**src/rtl/keypad_scan_fifo.sv**
```systemverilog
// Keyboard matrix scanner: one-hot column strobes, synchronised row sampling,
// frame-based debounce with optional auto-repeat, and a key-code FIFO with a
// valid/ready pop interface.
module keypad_scan_fifo #(
   parameter int unsigned ROWS         = 4,
   parameter int unsigned COLS         = 4,
   parameter int unsigned SCAN_DIV     = 16,
   parameter int unsigned DEBOUNCE     = 3,
   parameter int unsigned FIFO_DEPTH   = 4,
   parameter int unsigned REPEAT_DELAY = 8,
   parameter int unsigned REPEAT_RATE  = 2
) (
   input  logic                            i_clk,
   input  logic                            i_rst_n,
   input  logic [ROWS-1:0]                 i_rows,
   output logic [COLS-1:0]                 o_cols,
   input  logic                            i_repeat_en,
   output logic                            o_key_valid,
   output logic [$clog2(ROWS*COLS)-1:0]    o_key_code,
   input  logic                            i_key_ready,
   output logic [$clog2(FIFO_DEPTH):0]     o_fifo_count,
   output logic                            o_overflow,
   input  logic                            i_overflow_clr
);

   localparam int unsigned KW   = $clog2(ROWS*COLS);
   localparam int unsigned SW   = $clog2(SCAN_DIV);
   localparam int unsigned CLW  = $clog2(COLS);
   localparam int unsigned PW   = $clog2(FIFO_DEPTH);
   localparam int unsigned CW   = $clog2(DEBOUNCE+1);
   localparam int unsigned RMAX = (REPEAT_DELAY > REPEAT_RATE) ? REPEAT_DELAY : REPEAT_RATE;
   localparam int unsigned RW   = $clog2(RMAX+1);

   localparam logic [SW-1:0]  SLOT_LAST = SW'(SCAN_DIV-1);
   localparam logic [CLW-1:0] COL_LAST  = CLW'(COLS-1);
   localparam logic [CW-1:0]  DEB_L     = CW'(DEBOUNCE);
   localparam logic [CW-1:0]  CNT_ONE   = CW'(1);
   localparam logic [RW-1:0]  DLY_L     = RW'(REPEAT_DELAY);
   localparam logic [RW-1:0]  RATE_L    = RW'(REPEAT_RATE);
   localparam logic [PW:0]    CNT_FULL  = (PW+1)'(FIFO_DEPTH);

   typedef enum logic [1:0] {StIdle, StCand, StHeld, StRelease} state_t;

   // ---------------------------------------------------------------- scan
   logic [ROWS-1:0] r_rows_s1, r_rows_s2;
   logic [SW-1:0]   r_slot;
   logic [CLW-1:0]  r_col;
   logic            w_sample, w_frame_end;
   logic [1:0]      w_col_hits, r_acc_hits, w_tot_hits;
   logic [2:0]      w_sum;
   logic [KW-1:0]   w_col_code, r_acc_code, w_tot_code;
   logic            w_none, w_single, w_multi;

   assign w_sample    = (r_slot == SLOT_LAST);
   assign w_frame_end = w_sample && (r_col == COL_LAST);

   // Two-flop synchroniser on the asynchronous row lines
   always_ff @(posedge i_clk or negedge i_rst_n) begin
      if (!i_rst_n) begin
         r_rows_s1 <= '0;
         r_rows_s2 <= '0;
      end else begin
         r_rows_s1 <= i_rows;
         r_rows_s2 <= r_rows_s1;
      end
   end

   // Slot/column counters and per-frame hit accumulator
   always_ff @(posedge i_clk or negedge i_rst_n) begin
      if (!i_rst_n) begin
         r_slot     <= '0;
         r_col      <= '0;
         r_acc_hits <= '0;
         r_acc_code <= '0;
      end else begin
         if (w_sample) begin
            r_slot <= '0;
            r_col  <= (r_col == COL_LAST) ? '0 : r_col + CLW'(1);
            if (w_frame_end) begin
               r_acc_hits <= '0;
               r_acc_code <= '0;
            end else begin
               r_acc_hits <= w_tot_hits;
               r_acc_code <= w_tot_code;
            end
         end else begin
            r_slot <= r_slot + SW'(1);
         end
      end
   end

   // One-hot column strobe from the column counter
   always_comb begin
      o_cols        = '0;
      o_cols[r_col] = 1'b1;
   end

   // Count hits in the current column (saturating at 2) and encode the hit key
   always_comb begin
      w_col_hits = 2'd0;
      w_col_code = '0;
      for (int r = 0; r < ROWS; r++) begin
         if (r_rows_s2[r]) begin
            if (w_col_hits != 2'd2) w_col_hits = w_col_hits + 2'd1;
            w_col_code = KW'(r * COLS) + KW'(r_col);
         end
      end
   end

   // Merge the current column into the frame totals; only meaningful on a sample
   always_comb begin
      w_sum      = {1'b0, r_acc_hits} + {1'b0, w_col_hits};
      w_tot_hits = (w_sum > 3'd2) ? 2'd2 : w_sum[1:0];
      w_tot_code = (r_acc_hits == 2'd0) ? w_col_code : r_acc_code;
      w_none     = (w_tot_hits == 2'd0);
      w_single   = (w_tot_hits == 2'd1);
      w_multi    = (w_tot_hits == 2'd2);
   end

   // ---------------------------------------------------------------- debounce FSM
   state_t        r_state, w_state_d;
   logic [KW-1:0] r_cand, w_cand_d;
   logic [CW-1:0] r_cnt, w_cnt_d, w_cnt_inc;
   logic [RW-1:0] r_rep, w_rep_d, w_rep_inc;
   logic          r_phase, w_phase_d;
   logic          w_push, w_match;

   assign w_cnt_inc = r_cnt + CW'(1);
   assign w_rep_inc = r_rep + RW'(1);
   assign w_match   = w_single && (w_tot_code == r_cand);

   // Next-state decode, evaluated only at frame end; the push is combinational so
   // the FIFO captures it on the frame-end edge itself
   always_comb begin
      w_state_d = r_state;
      w_cand_d  = r_cand;
      w_cnt_d   = r_cnt;
      w_rep_d   = r_rep;
      w_phase_d = r_phase;
      w_push    = 1'b0;
      if (w_frame_end) begin
         case (r_state)
            StIdle: begin
               if (w_single) begin
                  w_cand_d = w_tot_code;
                  if (DEBOUNCE == 1) begin
                     w_push    = 1'b1;
                     w_state_d = StHeld;
                     w_rep_d   = '0;
                     w_phase_d = 1'b0;
                  end else begin
                     w_state_d = StCand;
                     w_cnt_d   = CNT_ONE;
                  end
               end
            end
            StCand: begin
               if (w_match) begin
                  w_cnt_d = w_cnt_inc;
                  if (w_cnt_inc == DEB_L) begin
                     w_push    = 1'b1;
                     w_state_d = StHeld;
                     w_rep_d   = '0;
                     w_phase_d = 1'b0;
                  end
               end else if (w_single) begin
                  w_cand_d = w_tot_code;
                  w_cnt_d  = CNT_ONE;
               end else begin
                  w_state_d = StIdle;
               end
            end
            StHeld: begin
               if (w_match) begin
                  if (i_repeat_en) begin
                     // First repeat waits REPEAT_DELAY frames, later ones REPEAT_RATE
                     if (w_rep_inc == (r_phase ? RATE_L : DLY_L)) begin
                        w_push    = 1'b1;
                        w_rep_d   = '0;
                        w_phase_d = 1'b1;
                     end else begin
                        w_rep_d = w_rep_inc;
                     end
                  end else begin
                     w_rep_d   = '0;
                     w_phase_d = 1'b0;
                  end
               end else if (!w_multi) begin
                  w_cnt_d   = CNT_ONE;
                  w_state_d = (DEBOUNCE == 1) ? StIdle : StRelease;
               end
            end
            StRelease: begin
               if (w_match) begin
                  w_state_d = StHeld;
                  w_rep_d   = '0;
                  w_phase_d = 1'b0;
               end else begin
                  w_cnt_d = w_cnt_inc;
                  if (w_cnt_inc == DEB_L) w_state_d = StIdle;
               end
            end
            default: w_state_d = StIdle;
         endcase
      end
   end

   // Debounce state registers
   always_ff @(posedge i_clk or negedge i_rst_n) begin
      if (!i_rst_n) begin
         r_state <= StIdle;
         r_cand  <= '0;
         r_cnt   <= '0;
         r_rep   <= '0;
         r_phase <= 1'b0;
      end else begin
         r_state <= w_state_d;
         r_cand  <= w_cand_d;
         r_cnt   <= w_cnt_d;
         r_rep   <= w_rep_d;
         r_phase <= w_phase_d;
      end
   end

   // ---------------------------------------------------------------- FIFO
   logic [KW-1:0] r_mem [FIFO_DEPTH];
   logic [PW-1:0] r_wr_ptr, r_rd_ptr;
   logic [PW:0]   r_count;
   logic          r_overflow;
   logic          w_pop, w_full, w_wr, w_drop;

   assign w_pop  = o_key_valid && i_key_ready;
   assign w_full = (r_count == CNT_FULL);
   // A simultaneous pop frees the slot, so a push into a full FIFO still lands
   assign w_wr   = w_push && (!w_full || w_pop);
   assign w_drop = w_push && w_full && !w_pop;

   // Storage array; contents are masked on output while empty, so no reset
   always_ff @(posedge i_clk) begin
      if (w_wr) r_mem[r_wr_ptr] <= w_tot_code;
   end

   // Pointers, occupancy and sticky overflow (set beats clear)
   always_ff @(posedge i_clk or negedge i_rst_n) begin
      if (!i_rst_n) begin
         r_wr_ptr   <= '0;
         r_rd_ptr   <= '0;
         r_count    <= '0;
         r_overflow <= 1'b0;
      end else begin
         if (w_wr)  r_wr_ptr <= r_wr_ptr + PW'(1);
         if (w_pop) r_rd_ptr <= r_rd_ptr + PW'(1);
         case ({w_wr, w_pop})
            2'b10:   r_count <= r_count + (PW+1)'(1);
            2'b01:   r_count <= r_count - (PW+1)'(1);
            default: r_count <= r_count;
         endcase
         if (w_drop)              r_overflow <= 1'b1;
         else if (i_overflow_clr) r_overflow <= 1'b0;
      end
   end

   assign o_key_valid  = (r_count != '0);
   assign o_key_code   = o_key_valid ? r_mem[r_rd_ptr] : '0;
   assign o_fifo_count = r_count;
   assign o_overflow   = r_overflow;

endmodule

```
**config.mk**
```make
export PLATFORM = sky130hd
export DESIGN_NAME = keypad_scan_fifo
export DESIGN_NICKNAME = d
export VERILOG_FILES = /design/src/rtl/keypad_scan_fifo.sv
export SDC_FILE = /design/constraint.sdc
export NUM_CORES = 1
export LEC_CHECK = 0
export ABC_AREA = 1
export CAP_MARGIN = 20
export CORE_MARGIN = 2
export CORE_UTILIZATION = 50
export DETAILED_ROUTE_END_ITERATION = 7
export PLACE_DENSITY = 0.81
export REMOVE_ABC_BUFFERS = 1
export SLEW_MARGIN = 30
export SYNTH_ARGS = -nofsm -noshare
export SYNTH_HDL_FRONTEND = slang
export SYNTH_SLANG_ARGS = --single-unit
```
**constraint.sdc**
```tcl
create_clock -name i_clk -period 10.6 [get_ports i_clk]
set_input_delay 1.06 -clock i_clk [delete_from_list [all_inputs] [get_ports i_clk]]
set_output_delay 1.06 -clock i_clk [all_outputs]
set_load 0.02 [all_outputs]
```
Yosys cells after proc, flatten, opt, wreduce, memory -nomap -nowiden

Memory sizes are Yosys's and may differ from the RTL's.
Cells that the tools add are included.

Bits in registers: 41
Memory bits (writable): 16
Bits of input ports: 9
Word-level logic and storage cells: 150
Memories kept: 1

Memory list:

| name  | words | bits a word | read ports | clocked after memory_dff | wr ports | line | text |
|---|---|---|---|---|---|---|---|
| r_mem | 4     | 4           | 1          | 0                        | 1        | 226  | `logic [KW-1:0] r_mem [FIFO_DEPTH];` |

$add $sub $neg: 15
Order comparisons: 3
Eq/ne operators: 29
Multiplexer cells: 65
Reductions and logical operators: 22

Operators by type and width:

| cell                                                                   | number |
|---|---|
| 4-bit 2-to-1 mux                                                       | 16 |
| 2-bit 2-to-1 mux                                                       | 23 |
| 2-bit inequality test (second input constant)                          | 12 |
| 1-bit 2-to-1 mux                                                       | 18 |
| 2-bit one-hot mux with 4 select lines                                  | 2 |
| 2-bit by 1-bit adder with 2-bit output (second input constant)         | 7 |
| 7-bit AND reduction                                                    | 2 |
| 2-bit equality test (second input constant)                            | 6 |
| 3-bit inequality test (second input constant)                          | 4 |
| 4-bit one-hot mux with 3 select lines                                  | 1 |
| 4-bit by 1-bit adder with 4-bit output (second input constant)         | 2 |
| 4-bit equality test                                                    | 2 |
| 4-bit one-hot mux with 2 select lines                                  | 1 |
| 1-bit logical AND                                                      | 7 |
| 2-bit by 1-bit equality test with 1-bit output (second input constant) | 3 |
| 3-bit one-hot mux with 2 select lines                                  | 1 |
| 6-bit AND reduction                                                    | 1 |
| 2-bit nonzero test                                                     | 3 |
| 3-bit nonzero test                                                     | 2 |
| 3-bit by 2-bit adder with 4-bit output (first input constant)          | 1 |
| 3-bit by 3-bit adder with 4-bit output (first input constant)          | 1 |
| 4-bit by 2-bit adder with 4-bit output (first input constant)          | 1 |
| 4-bit equality test (second input constant)                            | 1 |
| 2-bit logical NOT                                                      | 2 |
| other kinds (14)                                                       | 15 |

Depth between registers and ports, before layout

Gate-level depths: netlist of the first run.

Word-level depth: 21
Mapped depth: 23
Mapped depth without buffers: 23

Worst setup path before layout of the first run

OpenSTA, ideal clock, no wires.

Kind: register to register
From: register r_rows_s2[1]
To: register r_count[2] (netlist: o_fifo_count[2])
Library setup time: 0.131 ns
Data arrival time: 3.524 ns
Slack: 6.945 ns
Stages on the path, launching flop included: 20
Path buffers: 0
Clock period less this slack: 3.655 ns
Path through: dfrtp_1 > inv_1 > ha_1 > mux2i_1 > ha_1 > o21ai_0 > fa_1 > nand2_1 > inv_1 > nand2_1 > clkinv_1 > nand3_4 > nor2_4 > nand3_4 > ha_1 > inv_1 > fa_1 > a21oi_1 > o21ai_0 > xor2_1

Cells in the longest elaborated chain, start to end: 18

RTL lines:

| item                                                                                  | line     | text |
|---|---|---|
| start: declaration                                                                    | 45       | `logic [ROWS-1:0] r_rows_s1, r_rows_s2;` |
| start signal: assignment                                                              | 64       | `r_rows_s2 <= r_rows_s1;` |
| 2-bit 2-to-1 mux                                                                      | 103      | `if (r_rows_s2[r]) begin` |
| 2-bit by 1-bit adder with 2-bit output or 2-bit inequality test (tied branches)       | 104      | `if (w_col_hits != 2'd2) w_col_hits = w_col_hits + 2'd1;` |
| 2-bit 2-to-1 mux                                                                      | 104      |  |
| 2-bit 2-to-1 mux                                                                      | 103      |  |
| 2-bit by 1-bit adder with 2-bit output or 2-bit inequality test (tied branches)       | 104      |  |
| 2-bit 2-to-1 mux                                                                      | 104      |  |
| 2-bit 2-to-1 mux                                                                      | 103      |  |
| 2-bit by 2-bit adder with 3-bit output                                                | 112      | `w_sum = {1'b0, r_acc_hits} + {1'b0, w_col_hits};` |
| (+2 left out)                                                                         | n/a      |  |
| 2-bit by 1-bit equality test with 1-bit output                                        | 116      | `w_single = (w_tot_hits == 2'd1);` |
| 1-bit logical AND (*)                                                                 | 130      | `assign w_match = w_single && (w_tot_code == r_cand);` |
| 1-bit 2-to-1 mux, on equally long branches                                            | 174, 158 |  |
| 1-bit one-hot mux with 2 select lines (*)                                             | 142      | `case (r_state)` |
| 1-bit 2-to-1 mux (*)                                                                  | 141      | `if (w_frame_end) begin` |
| 1-bit logical AND (*)                                                                 | 235      | `assign w_wr = w_push && (!w_full \|\| w_pop);` |
| 2-bit by 1-bit equality test with 1-bit output or 2-bit equality test (tied branches) | 253      | `case ({w_wr, w_pop})` |
| 3-bit one-hot mux with 2 select lines or 2-bit nonzero test (tied branches)           | n/a      |  |
| end signal: assignment                                                                | 254      | `2'b10: r_count <= r_count + (PW+1)'(1);` |
| end signal: assignment                                                                | 255      | `2'b01: r_count <= r_count - (PW+1)'(1);` |
| end signal: assignment                                                                | 256      | `default: r_count <= r_count;` |
| end: declaration                                                                      | 228      | `logic [PW:0] r_count;` |

Mark *: on every way between the ends. The rest lies on a longest branch, timed or not.
A chain may end at the register's enable or synchronous reset.

Final worst setup path of the first run

From: register r_rows_s2[0]
To: register r_count[2] (netlist: o_fifo_count[2])

Cells in the longest elaborated chain, start to end: 21

RTL lines:

| item                                                                                  | line |
|---|---|
| 1-bit 2-to-1 mux                                                                      | 103 |
| 2-bit by 1-bit adder with 2-bit output or 2-bit inequality test (tied branches)       | 104 |
| 2-bit 2-to-1 mux                                                                      | 104 |
| 2-bit 2-to-1 mux                                                                      | 103 |
| 2-bit by 1-bit adder with 2-bit output or 2-bit inequality test (tied branches)       | 104 |
| 2-bit 2-to-1 mux                                                                      | 104 |
| 2-bit 2-to-1 mux                                                                      | 103 |
| 2-bit by 1-bit adder with 2-bit output or 2-bit inequality test (tied branches)       | 104 |
| (+5 left out)                                                                         | n/a |
| 2-bit by 1-bit equality test with 1-bit output                                        | 116 |
| 1-bit logical AND (*)                                                                 | 130 |
| 1-bit 2-to-1 mux, on equally long branches                                            | 174, 158 |
| 1-bit one-hot mux with 2 select lines (*)                                             | 142 |
| 1-bit 2-to-1 mux (*)                                                                  | 141 |
| 1-bit logical AND (*)                                                                 | 235 |
| 2-bit by 1-bit equality test with 1-bit output or 2-bit equality test (tied branches) | 253 |
| 3-bit one-hot mux with 2 select lines or 2-bit nonzero test (tied branches)           | n/a |

Marks and branches as above.

==> metrics.txt, run 1 <==
Fmax around 0.24 GHz; Final setup viols 0; final core occ between 50% and 60%; wire length per cell 12.2 um; CTS max path bufs 2; Sum Neg Setup Slack 0 ns; post-synthesis cell type count 34; worst path bufs/invs 4; clock sink count 57; Ant. Diodes 0; share of cells above drive strength 1 about a tenth; commonest non-fill, non-tap cells in the layout 88 x nand2_1, 51 x inv_1, 46 x nor2_1; arrival time at the worst endpoint ~4.3 ns; pwr dens 189 mW/mm^2; top fanout value on the critical path 10; unrepaired setup endpoints after global routing false; Avg Cell Area, Syn 8.69 um^2; die area slightly above 0.007 mm^2; Area Growth Syn to Fin 15.0%; Core Rows 29; CTS tree yes; Critical Path RT 10.81 ns; root buffer cell clkbuf_8; ys flop type dfrtp_1; VDD IR max approximately 0.14 mV; final wirelength 5870 um; grt ovf 0; Worst-Skew Late Latency 0.33 ns; Starting DRT DRC Count 129; DP Wirelength 4370 um; CP Cell Sequence inv_1, ha_1, mux2i_1, ha_1, o21ai_0, fa_1, nand2_1, inv_1, nand2_1, clkinv_1, nand3_4, nor2_4, nand3_4, ha_1, inv_1, fa_1, a21oi_1, o21ai_0, xor2_1; first-pass GRT wire length 10500 um; fillers 542; Final Max Tran Viols 0; starting density of the core 50.9%; vias per cell 5.01; Setup crit start kind flip-flop; post-cts resize count 0; post-synthesis sequential area ratio 47.1%; fin crit period between 4 and 5 ns; ANT nets after route 0; CP Capture Type flip-flop; most common cell after layout, fill and taps aside nand2_1; Placer Congestion between 0.9 and 1; EDFF count, synth 16; Lkg Pwr around 1.7 nW; reg2reg start r_rows_s2[0]; Num CTS Buffers 9; fin worst setup slack ~6.5 ns; outcome complete, no violations; MaxCap Viol Count 0; Slew @ Worst Pin 0.520 ns; Clock Skew 0.00670 ns; Min-Delay Path Class reg2reg; vias in the first global route 2368; area of the core 0.00628 mm^2; critical path's slowest cell fa_1; critical path class reg2reg; max_slew headroom between 60% and 70%; cts hold-fix bufs 0; number of I/O port buffers 21; setup repair bufs after CTS 0; clock transition at the registers of the reported paths 0.06 ns; Crit path max-delay family adder cells; CP startpoint r_rows_s2[0]; GRT Util Overall a little under a fifth; initial antenna violation count 0; Post-Syn Area approximately 0.0032 mm^2; First-pass DRT Iterations 4; CP max stage delay 0.47 ns; DR DRC count 0; via count approximately 2400; Async SR Flop Fraction 71.9%; Yosys reg bits 57; DIE HEIGHT roughly 84 um; final clock period utilization by the worst path about 39%; Syn Inst Count 368; fin nets 430; pre-CTS WS 6.49 ns; Hold Crit Start r_rows_s1[3]; Hold Vio Cnt, Final 0; num ports 22; Synth Warn # 0; die width around 84 um; largest net degree at the start of global routing 42; H-tree levels 3
## area by class of cell
cell class / instances / area, um^2 / area share (%)
Clock buffer: 12 / 156 / 4.25
Clock inverter: 4 / 26.3 / 0.715
Inverter: 55 / 206 / 5.62
Multi-Input combinational cell: 254 / 1480 / 40.2
Sequential cell: 57 / 1510 / 41.0
Tap cell: 77 / 96.3 / 2.62
Timing Repair Buffer: 21 / 208 / 5.65
## worst paths after layout
| check | end | slack, ns | cells after the start |
|---|---|---|---|
| setup / recovery | o_fifo_count[2] | 6.50 | 19 |
| hold / removal | r_rows_s2[3] | 0.35 | 0 |
| min in group asynchronous | r_acc_code[1] | 0.71 | 1 |
| max in group asynchronous | asynchronous set/reset pin | 9.54 | 1 |
| hold reg to reg | r_rows_s2[3] | 0.35 | 0 |
| setup reg to reg | o_fifo_count[2] | 6.50 | 19 |
## synth_stat cells (all sizes together), types with 2 or more instances
cell    count  share of area, %
nand3      14               3.1
a22o        2              0.59
clkinv      2              0.23
dfrtp      41                32
inv        53               6.2
nand2      98                13
o22ai       4              0.78
clkbuf      2              0.23
nand3b      2              0.47
ha         21               8.2
xor2        5               1.4
xnor2       2              0.55
nor2       52               7.2
nand4      11               2.3
edfxtp     16                15
a21oi      12               1.9
fa          2               1.3
o21ai      25               4.5
## logic make-up after synthesis
kind of cell	after synthesis	synth area share (%)
AO/OA/AOI/OAI	44	7.98
AND/OR/NAND/NOR	179	26.5
XOR/XNOR	7	1.92
flip-flops	57	47.1
multiplexers	1	0.313
buffers and inverters	57	6.69
adder cells (fa/ha/maj)	23	9.47
## stage by stage
step	std cells	area (um^2)	hold WS (ns)	power (W)
detailed placement	464	3490	0.335	0.000518
floorplan	366	3190	0.331	0.000435
global placement	464	3490	0.335	0.000507
CTS	480	3670	0.351	0.000704
global route	480	3680	0.372	0.000746
finish	480	3680	0.349	0.000695
## report_power, final
| group | total (W) | switching (W) | internal [W] |
|---|---|---|---|
| registers | 0.000277 | 0.0000209 | 0.000256 |
| clock network | 0.000183 | 0.0000841 | 0.0000986 |
| logic | 0.000236 | 0.000146 | 0.0000895 |
| total | 0.000695 | 0.000251 | 0.000444 |
## state kept, by name, summed over array words and instances (netlist names), named ones only
name / cells
r_state: 1
r_mem: 16
r_wr_ptr: 2
r_cnt: 2
r_acc_code: 4
o_overflow: 1
r_acc_hits: 2
r_slot: 4
r_rows_s2: 4
r_cand: 4
r_rep: 4
r_rows_s1: 4
o_fifo_count: 3
r_phase: 1
r_rd_ptr: 2
r_col: 2
## per-layer routing
layer | GRT usage (%) | share of wire [%]
met2 | 30.8 | 50
met3 | 5.34 | 4.2
met4 | 7.62 | 1.9
met5 | 0 | 0
met1 | 23.1 | 44
(Power assumes the default switching activity.)
==> inputs of run 2 (changes only) <==
--- a/config.mk
+++ b/config.mk
@@ -10,7 +10,7 @@
 export CORE_MARGIN = 2
 export CORE_UTILIZATION = 50
 export DETAILED_ROUTE_END_ITERATION = 7
-export PLACE_DENSITY = 0.81
+export PLACE_DENSITY = 0.84
 export REMOVE_ABC_BUFFERS = 1
 export SLEW_MARGIN = 30
 export SYNTH_ARGS = -nofsm -noshare
==> constraint.sdc (replaced) <==
create_clock -name i_clk -period 3.3 [get_ports i_clk]
set_input_delay 0.33 -clock i_clk [delete_from_list [all_inputs] [get_ports i_clk]]
set_output_delay 0.33 -clock i_clk [all_outputs]
set_load 0.02 [all_outputs]
==> metrics.txt, run 2 (same netlist as run 1, synthesis figures left out) <==
max reg flops 16 (unchanged); Hold Vio Cnt, Final 0 (unchanged); DR DRC count 0 (unchanged); Final Max Tran Viols 0 (unchanged); largest net degree at the start of global routing 42 (unchanged); final clock period utilization by the worst path 102% (+63 points); sequential share of power 35.2% (-4.6 points); root buffer cell clkbuf_8; top fanout value on the critical path 3 (-7); number of I/O port buffers 21 (unchanged); failing checks negative setup slack; Lkg Pwr 1.83 nW (+6.1%); CP Capture Type flip-flop; Worst-Skew Late Latency 0.35 ns (+0.02 ns); starting density of the core 50.9% (unchanged); P_sw 0.000908 W (+260%); GRT Util Overall 20.0% (+1.3 points); First-pass DRT Iterations 4 (unchanged); DIE HEIGHT 84.0 um (unchanged); vias per cell 5.13 (+2.5%); first-pass GRT wire length 11200 um (+7.5%); reg2reg start r_rows_s2[1]; pre-CTS WS -0.281 ns (-6.78 ns); final instance area 0.00396 mm^2 (+7.7%); Sum Neg Setup Slack -0.0984 ns (-0.0984 ns); Slew @ Worst Pin 0.528 ns (+0.00793 ns); num ports 22 (unchanged); Hold Crit Start r_rows_s1[3]; pwr dens 637 mW/mm^2 (+240%); clock sink count 57 (unchanged); Inst Count DP 474 (+2.2%); fin worst setup slack -0.0634 ns (-6.56 ns); max_slew headroom 64.8% (-0.53 points); Area Growth Syn to Fin 23.8%; DP Wirelength 4370 um (+0.14%); Reg with most FFs r_mem; outcome finished, violations left; CTS tree yes; Final setup viols 2 (+2); fin crit period 3.36 ns (-0.739 ns); final wirelength 6360 um (+8.4%); initial antenna violation count 0 (unchanged); ANT nets after route 0 (unchanged); hold path depth 0 (unchanged); via count 2555 (+6.3%); Ant. Diodes 0 (unchanged); r2r setup slk -0.06 ns (-6.56 ns); reg2reg end o_fifo_count[2]; critical path class reg2reg; Clk pwr share 28.2% (+1.9 points); grt ovf 0 (unchanged); Switching Share 36.0% (-0.094 points); R2R depth 22 (+3); arrival time at the worst endpoint 3.59 ns (-0.72 ns); H-tree levels 3 (unchanged); Critical Path RT 3.53 ns (-7.28 ns); die width 84.0 um (unchanged); VDD IR max 0.582 mV (+330%); final std cells w/o fill 498 (+3.8%); commonest non-fill, non-tap cells in the layout 86 x nand2_1, 46 x inv_1, 42 x nor2_1; Fmax 0.297 GHz (+22%); Worst Hold Endpoint r_rows_s2[3]; Internal Power 0.00161 W (+260%); Setup crit start kind flip-flop; unrepaired setup endpoints after global routing true; Core Rows 29 (unchanged); Num CTS Buffers 9 (unchanged); die area 0.00705 mm^2 (unchanged); share of cells above drive strength 1 20.4% (+9.8 points); Area after DPL 0.00357 mm^2 (+2.2%); CTS max path bufs 2 (unchanged); final hold slack 0.349 ns (+0.000116 ns); combinational power share 36.6% (+2.7 points); Starting DRT DRC Count 203 (+57%); Min-Delay Path Class reg2reg; area of the core 0.00628 mm^2 (unchanged); most common cell after layout, fill and taps aside nand2_1; vias in the first global route 2638 (+11%); wire length per cell 12.8 um (+4.4%); Placer Congestion 0.872 (-3.4%); MaxCap Viol Count 0 (unchanged); fin nets 448 (+4.2%); Clock Skew 0.0155 ns (+0.00884 ns); clock transition at the registers of the reported paths 0.08 ns (+0.02 ns)
run 2: cell count changes in the layout (fill, tap and decap cells not counted), sizes merged:
cell	delta
bufinv	+1
dlygate4sd3	+1
clkbuf	-2
buf	+17
inv	+2
clkinv	-1
run 2: per-layer routing:
layer	part of all wire (%)	wire length [um]	up-vias	global-route usage, %
li1	-	-	1271	-
met1	41	2620	1200	22.2
met2	52	3310	69	35.9
met3	4.5	285	15	5.44
met4	2.3	144	0	8.06
met5	0	0	-	0
run 2: power groups by stage:
stage,clock (W),combinational (W),sequential (W)
3_3_place_gp,0,0.000771,0.000896
6_report,0.000712,0.000923,0.000887
2_1_floorplan,0,0.000489,0.000909
3_5_place_dp,0,0.000800,0.000900
5_1_grt,0.000760,0.00103,0.000899
4_1_cts,0.000721,0.000867,0.000886
run 2: timing repair:
item,4_1_cts,5_1_grt
hold buffers,0,1
setup endpoints to repair,6,31
resized for setup,23,14
hold endpoints to repair,0,19
buffers inserted,6,1
pin swaps,7,7
run 2: worst max path at each step:
stage	slack [ns]	from	depth (start not counted)	to
after floorplan	-0.36	r_rows_s2[1]	19	o_fifo_count[2]
after detailed placement	-0.28	r_rows_s2[0]	19	o_fifo_count[2]
after CTS	-0.05	r_rows_s2[0]	20	o_fifo_count[1]
final	-0.06	r_rows_s2[1]	22	o_fifo_count[2]
after global routing	-0.23	r_rows_s2[1]	22	o_fifo_count[2]
after global placement	-0.12	r_rows_s2[0]	19	o_fifo_count[2]
run 2: final cells by class:
type                            count  area [um^2]
Multi-Input combinational cell    254         1580
Tap cell                           77         96.3
Inverter                           55          209
Timing Repair Buffer               39          345
Sequential cell                    57         1510
Fill cell                         481         2320
Clock inverter                      6         72.6
Clock buffer                       10          149
run 2: worst max-delay path, cell delays in order (launching register included):
cell and delay (ns):
dfrtp_1 0.41, inv_2 0.10, ha_4 0.21, mux2i_4 0.15, ha_2 0.19, nand2_1 0.05, o21ai_1 0.08, ha_2 0.19
inv_2 0.03, fa_1 0.45, nand2_2 0.11, inv_2 0.05, nand2_4 0.06, inv_4 0.04, nand3_4 0.06, nor2_4 0.05
nand3_4 0.07, ha_4 0.13, inv_2 0.05, fa_2 0.38, a21oi_2 0.17, o21ai_2 0.07, xor2_1 0.14
run 2: stage by stage:
stage | power (W) | utilization, %
2_1_floorplan | 0.00140 | -
3_3_place_gp | 0.00167 | 56.8
3_5_place_dp | 0.00170 | 56.8
5_1_grt | 0.00269 | 63.0
4_1_cts | 0.00247 | 62.0
6_report | 0.00252 | 63.0
